==> config.mk <==
export PLATFORM = sky130hd
export DESIGN_NAME = id_ex_stage
export DESIGN_NICKNAME = d
export VERILOG_FILES = /design/src/rtl/id_ex_stage.sv
export SDC_FILE = /design/constraint.sdc
export NUM_CORES = 1
export LEC_CHECK = 0
export ABC_AREA = 1
export CORE_MARGIN = 8
export CORE_UTILIZATION = 44
export DETAILED_ROUTE_END_ITERATION = 7
export GPL_ROUTABILITY_DRIVEN = 0
export PLACE_DENSITY = 0.86
export SKIP_CTS_REPAIR_TIMING = 1
export SYNTH_ARGS = -nofsm -noshare
export SYNTH_HDL_FRONTEND = slang
export SYNTH_SLANG_ARGS = --single-unit
export TNS_END_PERCENT = 50
==> constraint.sdc <==
create_clock -name clk -period 3.3 [get_ports clk]
set_clock_uncertainty 0.1 [all_clocks]
set_input_delay 0.825 -clock clk [delete_from_list [all_inputs] [get_ports clk]]
set_output_delay 0.825 -clock clk [all_outputs]
set_load 0.03 [all_outputs]
==> src/rtl/id_ex_stage.sv <==
// ID/EX pipeline register: operand read with writeback bypass,
// immediate substitution, stall/flush control and a sticky HALT state.
module id_ex_stage (
    input  logic        clk,
    input  logic        rst,
    input  logic [15:0] instr,
    input  logic        valid_in,
    input  logic        stall,
    input  logic        flush,
    output logic [3:0]  SrcReg1,
    output logic [3:0]  SrcReg2,
    input  logic [15:0] SrcData1,
    input  logic [15:0] SrcData2,
    input  logic        wb_en,
    input  logic [3:0]  wb_reg,
    input  logic [15:0] wb_data,
    output logic        ex_valid,
    output logic [3:0]  ex_opcode,
    output logic [3:0]  ex_rd,
    output logic [15:0] ex_op1,
    output logic [15:0] ex_op2,
    output logic        ex_regwrite,
    output logic        halted
);

    typedef enum logic {RUN, HALT} state_t;

    state_t      state;
    logic [3:0]  opcode;
    logic        is_halt;
    logic        is_imm;
    logic [15:0] rd_op1;
    logic [15:0] rd_op2;
    logic [15:0] op2;
    logic        bubble;
    logic        capture;

    assign opcode  = instr[15:12];
    assign SrcReg1 = instr[7:4];
    assign SrcReg2 = instr[3:0];
    assign is_halt = (opcode == 4'hF);
    assign is_imm  = opcode[3] && !is_halt;

    // Same-cycle writeback wins over the stale register-file read
    assign rd_op1 = (wb_en && wb_reg == SrcReg1) ? wb_data : SrcData1;
    assign rd_op2 = (wb_en && wb_reg == SrcReg2) ? wb_data : SrcData2;
    assign op2    = is_imm ? {{12{instr[3]}}, instr[3:0]} : rd_op2;

    assign bubble  = flush || (!stall && (state == HALT || !valid_in));
    assign capture = !flush && !stall && state == RUN && valid_in;

    always_ff @(posedge clk or posedge rst) begin
        if (rst) begin
            state       <= RUN;
            halted      <= 1'b0;
            ex_valid    <= 1'b0;
            ex_opcode   <= 4'h0;
            ex_rd       <= 4'h0;
            ex_op1      <= 16'h0;
            ex_op2      <= 16'h0;
            ex_regwrite <= 1'b0;
        end else if (bubble) begin
            ex_valid    <= 1'b0;
            ex_opcode   <= 4'h0;
            ex_rd       <= 4'h0;
            ex_op1      <= 16'h0;
            ex_op2      <= 16'h0;
            ex_regwrite <= 1'b0;
        end else if (capture) begin
            ex_valid    <= 1'b1;
            ex_opcode   <= opcode;
            ex_rd       <= instr[11:8];
            ex_op1      <= rd_op1;
            ex_op2      <= op2;
            ex_regwrite <= !is_halt;
            if (is_halt) begin
                state  <= HALT;
                halted <= 1'b1;
            end
        end
    end

endmodule

# == After elaboration in Yosys (flattened, before gate mapping) ==
# Cells that the tools add are included.
# totals
reg_bits,43
input_bits,74
out_inout_bits,51
wordCells,42
# classes
n_eq_ne,3
n_mux,15
bitwise,2
reduce_logical,15
# ops
cell,count
two-way mux 16 bit,7
two-way mux 4 bit,4
equality test 4 bit,2
logical AND 1 bit,7
equality test 4 bit (second input constant),1
logical NOT 1 bit,4
two-way mux 1 bit,4
AND reduction 3 bit,1
logical OR 1 bit,2
NOT 1 bit,2
nonzero test 2 bit,1

# == Longest topological paths before layout ==
# logic_depth
ltp_word,6
depth_mapped,11
ltp_nobuf,10

# == Worst setup path after synthesis ==
# No wires, ideal clock.
# synth_timing
kind,input -> output
from,input port instr[4]
to,output port SrcReg1[0]
t_arrival_ps,970
required_ps,2375
path_slack_ps,1405
path_stages,1
path_buffers,1
path_cell_list,buf_4
# synth_rtl
element,line_no,text
from (decl),6,"input logic [15:0] instr,"
to (decl),10,"output logic [3:0] SrcReg1,"
# No word-level cell between the ends.

# == Worst setup path after layout ==
# layout_timing
from,input port instr[3]
to,output port SrcReg2[3]
# layout_rtl
element,line_no,text
to (decl),11,"output logic [3:0] SrcReg2,"
# No word-level cell between the ends.

==> results by group <==
Detailed routing
  • Vias: 2601
  • Vias per cell: 4.69
  • DR pass1 iterations: 4
  • Final wirelength: 8.14 mm
  • DR DRC count: 0
  • Number of DRC markers in iteration 0: ~130
  • Average wire per standard cell: 14.7 µm
  • Remaining antenna violation count: 0

Timing
  • Worst-margin pin slew: 0.909 ns
  • RSZ-0062 raised after global routing: no
  • Final hold vios: 0
  • Post-layout minimum cycle time: 2.98 ns
  • Final Slew Violations: 0
  • Setup TNS Final: 0 ns
  • Fmax: 0.336 GHz
  • Worst slew margin: 39.3%
  • Setup Viol. Count Final: 0
  • Fin crit share: between 90 and 100%

Logic synthesis
  • Adder-Cell Fraction of Synth Area: 0%
  • Synth Register Bits: between 40 and 50
  • Sequential area share after synthesis: 41.8%
  • Synth Area in XOR/XNOR: 0%
  • Avg Cell Area, Syn: 6.97 µm²
  • Complex-gate fraction of the synthesized area: 6.62%
  • Simple-Gate Fraction of Synth Area: between 30% and 40%
  • Yosys warnings: 0
  • Synth cell types: 25
  • Largest family of logic cells by synthesized area: simple AND/OR/NAND/NOR gates
  • Mapped Nets: 443
  • Syn Std Cell Area: approximately 2600 µm²
  • Mux share of post-synthesis cell area: 0%
  • Synth Instances: about 370

Global route
  • Initial antenna violation count: 0
  • First-pass GRT wire length: 13.5 mm
  • Total track usage: 19.3%
  • Global route overflow: 0
  • Largest net degree at the start of global routing: 44
  • Vias in the first global route: between 2000 and 3000

Run status
  • Status: finished, final reports clean

Setup path
  • Worst EP required: 2.37 ns
  • Crit path launch type: primary input
  • Delay-heaviest family, CP: buffers and inverters
  • Worst EP arrival: 2.05 ns
  • CP Class: in -> out
  • Crit end category: output port
  • CP max FO: 4
  • Most frequent CP cell: clkdlybuf4s50_1
  • Highest-delay cell along the critical path: clkdlybuf4s50_1
  • Worst-path cell chain: clkdlybuf4s50_1 > clkdlybuf4s50_1
  • Buf/Inv on CP: 2
  • Worst path max stage delay: 0.70 ns

CTS
  • Sink Count: between 40 and 50
  • Max Buffers Root-to-Sink: 2
  • H-tree levels: 2
  • CTS tree: built
  • Worst-path clk slew: 0.08 ns
  • Clk Latency, worst-skew pair: 0.28 ns
  • Num CTS Buffers: 5
  • Clk root buf: clkbuf_8

Power and ir drop
  • Leakage: 2.01 nW
  • Net switching power: 289 µW
  • Int Pwr: roughly 790 µW
  • Clk network pwr share: 30.0%
  • Flop pwr share: between 40% and 50%
  • Comb pwr share: about a fifth
  • Power Dens Cells: 280 nW/µm²
  • Net Sw Frac: between 20% and 30%
  • Worst vdd ir: between 0.15 and 0.2 mV

Cells and area
  • Seq. cell area: 1080 µm²
  • Multi-input logic area: 1120 µm²
  • Design area: ~3900 µm²
  • Area Growth Syn to Fin: 50.1%
  • Core Util, Final: between 60% and 70%
  • Layout Nets: 553
  • Antenna cells: 0
  • Share of layout cells above drive strength 1: 6.25%
  • Filler cells: 520

Flow run
  • Maxcap violations: 0

Floorplanning
  • Core area: a little under 6000 µm²
  • Number of cell rows: 28
  • Die X: ~92 µm
  • I/O pin count: 125
  • Die Y: 92.4 µm
  • Initial Util: 44.5%
  • Die area: 8550 µm²

Placement
  • HPWL Detailed: 6.30 mm
  • Buffers on Ports: 124
  • Post-DP Area: 3780 µm²

Hold path
  • Min-delay worst type: reg -> reg
-- cells in the final DEF, fill, tap and decap left out --
master | Yosys | layout
clkbuf_8 | 0 | 5
nand4_1 | 17 | 17
nand3b_1 | 1 | 1
a21oi_1 | 3 | 3
o21ai_0 | 3 | 3
nor2_1 | 20 | 19
clkdlybuf4s50_1 | 0 | 124
nand3b_2 | 1 | 1
o21ai_1 | 16 | 16
dfrtp_1 | 43 | 43
a22o_1 | 5 | 5
or2_1 | 1 | 1
nand2_1 | 146 | 146
o31ai_1 | 1 | 1
nand2_2 | 9 | 9
clkinv_2 | 0 | 1
nor2_2 | 1 | 1
nand3_4 | 1 | 1
inv_2 | 3 | 4
nor2_4 | 1 | 2
a21oi_2 | 1 | 1
buf_4 | 11 | 4
clkbuf_1 | 5 | 2
nor2_8 | 1 | 1
inv_1 | 54 | 53
nand3_1 | 16 | 16
-- power by group through the flow --
stage	Clock [mW]	Sequential [mW]	Combinational [mW]
2_1_floorplan	0	0.537	0.116
3_3_place_gp	0	0.537	0.226
4_1_cts	0.334	0.526	0.231
3_5_place_dp	0	0.537	0.229
5_1_grt	0.354	0.526	0.254
6_report	0.324	0.526	0.229
-- worst paths after layout --
| check | cells after the start | slack, ns | startpoint | end |
|---|---|---|---|---|
| setup / recovery | 2 | 0.32 | instr[3] | SrcReg2[3] |
| hold / removal | 2 | 0.38 | ex_opcode[1] | ex_opcode[1] |
| setup reg to reg | 6 | 1.92 | state | ex_op1[3] |
| hold reg to reg | 2 | 0.38 | ex_opcode[1] | ex_opcode[1] |
| max in group asynchronous | 2 | 1.57 | rst | ex_op1[3] |
| min in group asynchronous | 2 | 0.96 | rst | ex_op1[14] |
-- sequential cells by signal, indices dropped and copies added (netlist names) --
signal / cells
ex_op1: 16
ex_op2: 16
ex_opcode: 4
ex_rd: 4
ex_regwrite: 1
ex_valid: 1
state: 1
-- metrics by stage --
step           setup WS, ns  hold WS, ns  instances  power (mW)
2_1_floorplan          1.37        0.562        369       0.653
3_3_place_gp          0.326        0.364        547       0.763
3_5_place_dp          0.313        0.364        547       0.766
4_1_cts               0.309        0.387        555        1.09
5_1_grt               0.282        0.406        555        1.13
6_report              0.324        0.383        555        1.08
-- logic make-up (layout without fill, tap and decap cells) --
group | Yosys count | in the layout
AOI/OAI and AO/OA | 29 | 29
DFF | 43 | 43
and+or+nand+nor | 215 | 215
buffers and inverters | 82 | 193
-- metal layers --
metal	GRT usage, %	wire length [µm]
met3	7.28	722
met2	33.6	3940
met1	21.9	3380
met5	0	0
met4	4.56	104
-- Yosys cell counts --
master    number  area, µm²
nor2_8         1       20.0
clkbuf_1       5       18.8
a22o_1         5       43.8
o21ai_1       16       80.1
buf_6          3       33.8
nand3b_2       1       11.3
buf_4         11       82.6
nor2_4         1       11.3
nor2_2         1       6.26
dfrtp_1       43       1080
nand4_1       17        106
a21oi_2        1       8.76
a21oi_1        3       15.0
nor2_1        20       75.1
buf_2          6       30.0
nand2_1      146        548
inv_1         54        203
o31ai_1        1       7.51
nand3_1       16       80.1
nand3_4        1       17.5
nand3b_1       1       7.51
o21ai_0        3       15.0
inv_2          3       11.3
nand2_2        9       56.3
or2_1          1       6.26
-- layout make-up --
class                      instances  area share, %
timing repair buffer             128           32.9
tap                               75           2.43
clock buffer                       7           1.98
inverter                          57           5.54
clock inverter                     1          0.130
multi-input combinational        244           29.1
sequential                        43           27.9
Note: power is estimated with default switching activity, not from simulation.
